### src/rtl/mm2s_packet_router.sv
// rtl/mm2s_packet_router.sv - packet-aware MM2S AXI Stream router to NUM_FIFOS sink FIFOs
module mm2s_packet_router #(
    parameter int AXIS_DATA_WIDTH = 32,
    parameter int FIFO_DATA_WIDTH = 32,
    parameter int AXIS_DEST_WIDTH = 4,
    parameter int NUM_FIFOS       = 2,
    parameter int CNT_WIDTH       = 16
) (
    input  logic                           clk,
    input  logic                           rstn,
    input  logic [AXIS_DATA_WIDTH-1:0]     SRC_AXIS_tdata_in,
    input  logic [AXIS_DEST_WIDTH-1:0]     SRC_AXIS_tdest_in,
    input  logic                           SRC_AXIS_tlast_in,
    input  logic                           SRC_AXIS_tvalid_in,
    output logic                           SRC_AXIS_tready_out,
    output logic [NUM_FIFOS-1:0]           fifo_wren_out,
    input  logic [NUM_FIFOS-1:0]           fifo_full_in,
    output logic [FIFO_DATA_WIDTH*NUM_FIFOS-1:0] fifo_data_out,
    output logic [NUM_FIFOS-1:0]           fifo_last_out,
    input  logic                           clear_counters_in,
    output logic [CNT_WIDTH*NUM_FIFOS-1:0] pkt_count_out,
    output logic [CNT_WIDTH-1:0]           drop_count_out,
    output logic                           locked_out
);

    typedef enum logic [1:0] {IDLE, FWD, DROP} state_t;

    localparam logic [AXIS_DEST_WIDTH:0] NF = (AXIS_DEST_WIDTH+1)'(NUM_FIFOS);

    state_t                      state_q, state_d;
    logic [AXIS_DEST_WIDTH-1:0]  lock_q, lock_d;
    logic [CNT_WIDTH-1:0]        pkt_cnt_q [NUM_FIFOS];
    logic [CNT_WIDTH-1:0]        drop_cnt_q;

    logic                        fwd;
    logic [AXIS_DEST_WIDTH-1:0]  sel;
    logic                        tready;
    logic                        accept;
    logic [NUM_FIFOS-1:0]        wren;
    logic                        drop_inc;

    always_comb begin
        fwd      = 1'b0;
        sel      = lock_q;
        tready   = 1'b1;
        wren     = '0;
        state_d  = state_q;
        lock_d   = lock_q;
        drop_inc = 1'b0;

        if (state_q == IDLE) begin
            sel = SRC_AXIS_tdest_in;
            fwd = ({1'b0, SRC_AXIS_tdest_in} < NF);
        end else if (state_q == FWD) begin
            fwd = 1'b1;
        end

        // Only the selected FIFO's full flag can back-pressure the stream.
        for (int i = 0; i < NUM_FIFOS; i++) begin
            if (fwd && sel == AXIS_DEST_WIDTH'(i)) begin
                tready  = !fifo_full_in[i];
                wren[i] = SRC_AXIS_tvalid_in & !fifo_full_in[i];
            end
        end
        if (!rstn) begin
            tready = 1'b0;
            wren   = '0;
        end
        accept = SRC_AXIS_tvalid_in & tready;

        case (state_q)
            IDLE: if (accept) begin
                if (fwd) begin
                    if (!SRC_AXIS_tlast_in) begin
                        state_d = FWD;
                        lock_d  = SRC_AXIS_tdest_in;
                    end
                end else begin
                    drop_inc = 1'b1;
                    if (!SRC_AXIS_tlast_in) state_d = DROP;
                end
            end
            FWD:  if (accept && SRC_AXIS_tlast_in) state_d = IDLE;
            DROP: if (accept && SRC_AXIS_tlast_in) state_d = IDLE;
            default: state_d = IDLE;
        endcase
    end

    assign SRC_AXIS_tready_out = tready;
    assign fifo_wren_out       = wren;
    assign fifo_last_out       = wren & {NUM_FIFOS{SRC_AXIS_tlast_in}};
    assign fifo_data_out       = {NUM_FIFOS{SRC_AXIS_tdata_in[FIFO_DATA_WIDTH-1:0]}};
    assign locked_out          = (state_q == FWD) || (state_q == DROP);
    assign drop_count_out      = drop_cnt_q;

    always_ff @(posedge clk or negedge rstn) begin
        if (!rstn) begin
            state_q <= IDLE;
            lock_q  <= '0;
        end else begin
            state_q <= state_d;
            lock_q  <= lock_d;
        end
    end

    // A completed packet is exactly a write carrying tlast.
    always_ff @(posedge clk or negedge rstn) begin
        if (!rstn) begin
            drop_cnt_q <= '0;
            for (int i = 0; i < NUM_FIFOS; i++) pkt_cnt_q[i] <= '0;
        end else if (clear_counters_in) begin
            drop_cnt_q <= '0;
            for (int i = 0; i < NUM_FIFOS; i++) pkt_cnt_q[i] <= '0;
        end else begin
            if (drop_inc && drop_cnt_q != '1) drop_cnt_q <= drop_cnt_q + 1'b1;
            for (int i = 0; i < NUM_FIFOS; i++) begin
                if (fifo_last_out[i] && pkt_cnt_q[i] != '1) pkt_cnt_q[i] <= pkt_cnt_q[i] + 1'b1;
            end
        end
    end

    always_comb begin
        for (int i = 0; i < NUM_FIFOS; i++) pkt_count_out[i*CNT_WIDTH +: CNT_WIDTH] = pkt_cnt_q[i];
    end

endmodule

### config.mk
export PLATFORM = sky130hd
export DESIGN_NAME = mm2s_packet_router
export DESIGN_NICKNAME = d
export VERILOG_FILES = /design/src/rtl/mm2s_packet_router.sv
export SDC_FILE = /design/constraint.sdc
export NUM_CORES = 1
export LEC_CHECK = 0
export BUFFER_PORTS_ARGS = -buffer_cell sky130_fd_sc_hd__buf_2
export CAP_MARGIN = 20
export CORE_ASPECT_RATIO = 1.25
export CORE_UTILIZATION = 35
export CTS_CLUSTER_SIZE = 20
export DETAILED_ROUTE_END_ITERATION = 12
export PLACE_DENSITY = 0.64
export SLEW_MARGIN = 0
export SYNTH_ARGS = -nofsm -noshare
export SYNTH_HDL_FRONTEND = slang
export SYNTH_SLANG_ARGS = --single-unit
### constraint.sdc
create_clock -name clk -period 2.4 [get_ports clk]
set_input_delay 0.12 -clock clk [delete_from_list [all_inputs] [get_ports clk]]
set_output_delay 0.12 -clock clk [all_outputs]
set_load 0.1 [all_outputs]
==> results_dict.tcl <==
set metrics [dict create \
    slew_viol_final 0 \
    syn-num-nets 443 \
    drt_first_pass_iters 6 \
    switching_share_pct 29.84 \
    grt_pass1_wl_mm 12.87 \
    grt_use_total_pct 15.05 \
    die_h_um 115.0 \
    grt_pass1_vias 2757 \
    drc 0 \
    dp_hpwl_mm 5.710 \
    htreeDepth 2 \
    die_w_um 92.38 \
    clock_latency_ns 0.29 \
    syn2layout_area_growth_pct 12.92 \
    tns_ns 0 \
    synth_flop_cell "dfrtp_1" \
    vias_per_cell 5.244 \
    cts.sinks 54 \
    crit_end "fifo_wren_out[0]" \
    multi_input_area_um2 1725 \
    critPathMaxStageDelay_ns 0.46 \
    r2r_end "pkt_count_out[14]" \
    status "completed" \
    drv_cap 0 \
    antenna_cells 0 \
    critPathLaunch "state_q[1]" \
    core_area_um2 9759 \
    synth_edf_count 0 \
    hold_path_depth 2 \
    nFillCells 985 \
    wl_mm 7.831 \
    tritoncts "built" \
    p_total_mw 2.349 \
    clockRootBuffer "clkbuf_16" \
    power_frac_comb_pct 24.5 \
    synthesis.area_um2 3573 \
    cp_max_fo 7 \
    rows 40 \
    synthArstFlopShare_pct 100.0 \
    p_int_mw 1.648 \
    drive_above_1_share_pct 36.47 \
    clock_skew_ns 0.006410 \
    antenna_found_initial 0 \
    r2r_setup_slack_ns 0.10 \
    placed_cells 529 \
    fin_cells 540 \
    start_kind "flip-flop" \
    finalSetupViolCount 0 \
    grt_max_degree 54 \
    critical_path.reg2reg.startpoint "state_q[1]" \
    worst_hold_slack_ns 0.1266 \
    peakVddDrop_mv 0.3312 \
    fp.dieArea_um2 10620 \
    gp_congestion 0.8311 \
    cp.required_ns 2.28 \
    min_period_ns 2.318 \
    io_pins 161 \
    p_leak_nw 1.698 \
    p_sw_mw 0.7012 \
    reg2regPathDepth 8 \
    netlist_instances 395 \
    ys_seq_elements 54 \
    ys_seq_area_share_pct 37.82 \
    cp-end-kind "output port" \
    overflow 0 \
    dr_total_vias 2832 \
    slew_headroom_pct 34.11 \
    ant_nets 0 \
    p_per_area_nw_per_um2 582.3 \
    syn_avg_cell_area_um2 9.047 \
    clk_path_buf_depth 2 \
    path_clk_slew_ns 0.07 \
    clkPwrFrac_pct 35.2 \
    cts_made_buffers 5 \
    crit_chain "inv_2 -> ha_4 -> or4b_4 -> a21bo_4 -> nand3_4 -> nor3b_4 -> buf_12" \
    final_util_pct 41.35 \
    worstMarginPinSlew_ns 0.9884 \
    drt_iter0_drc 66 \
    start_util_pct 36.62 \
    port_buffers 64 \
    fin_nets 461 \
    finalHoldViolCount 0 \
    crit_slowest_cell "or4b_4" \
    synth_cell_types 47 \
    crit_type "reg2out" \
    hold_path.class "in2reg" \
    fmax_mhz 431.3 \
    p_seq_share_pct 40.3 \
    arrival_ns 2.20 \
    yosysWarningCount 0 \
    wl_per_cell_um 14.50 \
    seq_area_um2 1386 \
    finalCritPeriodShare_pct 96.60 \
]
-- power by group through the flow --
stage	clock network, mW	registers (mW)	logic [mW]
2_1_floorplan	0	0.995	0.852
3_3_place_gp	0	0.962	0.502
3_5_place_dp	0	0.963	0.510
4_1_cts	0.853	0.945	0.531
5_1_grt	0.889	0.949	0.618
6_report	0.827	0.947	0.576
-- metrics by stage --
step | worst slack, ns | area (um2)
floorplan | -0.2017 | 3646
global placement | 0.001921 | 3784
detailed placement | -0.07177 | 3784
CTS | 0.0006524 | 3989
global route | -0.006042 | 4035
finish | 0.08158 | 4035
-- per-layer routing --
layer	GRT usage (%)	part of all wire (%)	routed length, um	vias to the layer above
li1	-	-	-	1377
met1	16.34	40	3153	1363
met2	27.06	51	3993	66
met3	4.233	6.4	499	26
met4	6.875	2.3	184	0
met5	0	0	0	-
-- registers in the layout, summed over array words and instances (netlist names) --
name,flops
drop_count_out,16
lock_q,4
state_q,2
pkt_count_out,32
-- area by class of cell --
class                           instances  area share (%)
Clock buffer                            5           3.101
Multi-Input combinational cell        257           42.76
Sequential cell                        54           34.36
Clock inverter                          3           1.085
Tap cell                              126           3.907
Timing Repair Buffer                   85           13.86
Inverter                               10          0.9302
-- synth_stat cells, types with 7 or more instances --
master	n	area, um2
buf_4	64	480.5
dfrtp_1	54	1351
nor2_1	37	138.9
nand2_1	22	82.58
nand3_1	21	105.1
a21oi_1	20	100.1
o21ai_0	17	85.08
nand4_1	15	93.84
or3_1	13	81.33
nor3_1	11	55.05
inv_1	10	37.54
xor2_1	10	87.58
or4_1	9	67.56
nor4_1	7	43.79
-- cells in the final DEF (no fill, tap or decap), types with 2 or more instances in the layout --
master     instances
xnor2_1            6
buf_2             59
nand4_1           15
nor4_1             6
o211ai_1           6
o21ai_0           17
nand2_1           22
mux2i_1            5
xor2_1            10
buf_4             19
clkbuf_16          5
mux2_2             4
mux2i_4            2
a21oi_1           19
and2_1             5
nor2b_1            5
nor2_1            37
dfrtp_2           28
dfrtp_1           26
or2_2              5
ha_1               4
nor3_1            10
and4_1             3
buf_12             5
o31ai_1            6
inv_1              9
or3_1             13
nor3b_4            2
o21ba_2            2
nand3_1           20
or4_1              8
a31oi_1            3
-- cells by family after synthesis --
| kind of cell | count (synthesis) | share of synthesized area, % |
|---|---|---|
| muxes | 12 | 3.886 |
| xor gates and xnor gates | 16 | 3.921 |
| buffers and inverters | 84 | 16.46 |
| AOI/OAI and AO/OA | 60 | 10.71 |
| and+or+nand+nor | 164 | 25.46 |
| adders and majority gates | 5 | 1.751 |
| DFF | 54 | 37.82 |
-- how the worst min path moves through the flow --
stage	startpoint	end	slack, ns
floorplan	rstn	drop_count_out[0]	-0.18
global placement	rstn	drop_count_out[4]	-0.08
detailed placement	rstn	drop_count_out[4]	-0.07
CTS	SRC_AXIS_tdest_in[0]	lock_q[0]	0.12
global route	SRC_AXIS_tdest_in[0]	lock_q[0]	0.12
finish	SRC_AXIS_tdest_in[0]	lock_q[0]	0.13
-- critical path, delay by kind of cell (launching register included) --
family,cells,cell delay [ns]
and+or+nand+nor,3,0.82
DFF,1,0.40
buffers and inverters,2,0.28
AOI/OAI and AO/OA,1,0.25
adders and majority gates,1,0.14
-- timing repair --
action                     4_1_cts  5_1_grt
hold buffers                     1        0
pin swaps                        1        4
gates resized for setup          3        8
setup buffers                    1        1
hold endpoints to repair        28        0
setup endpoints to repair       14       17
gates cloned                     0        0
No activity file was read; power rests on OpenSTA's default activity.
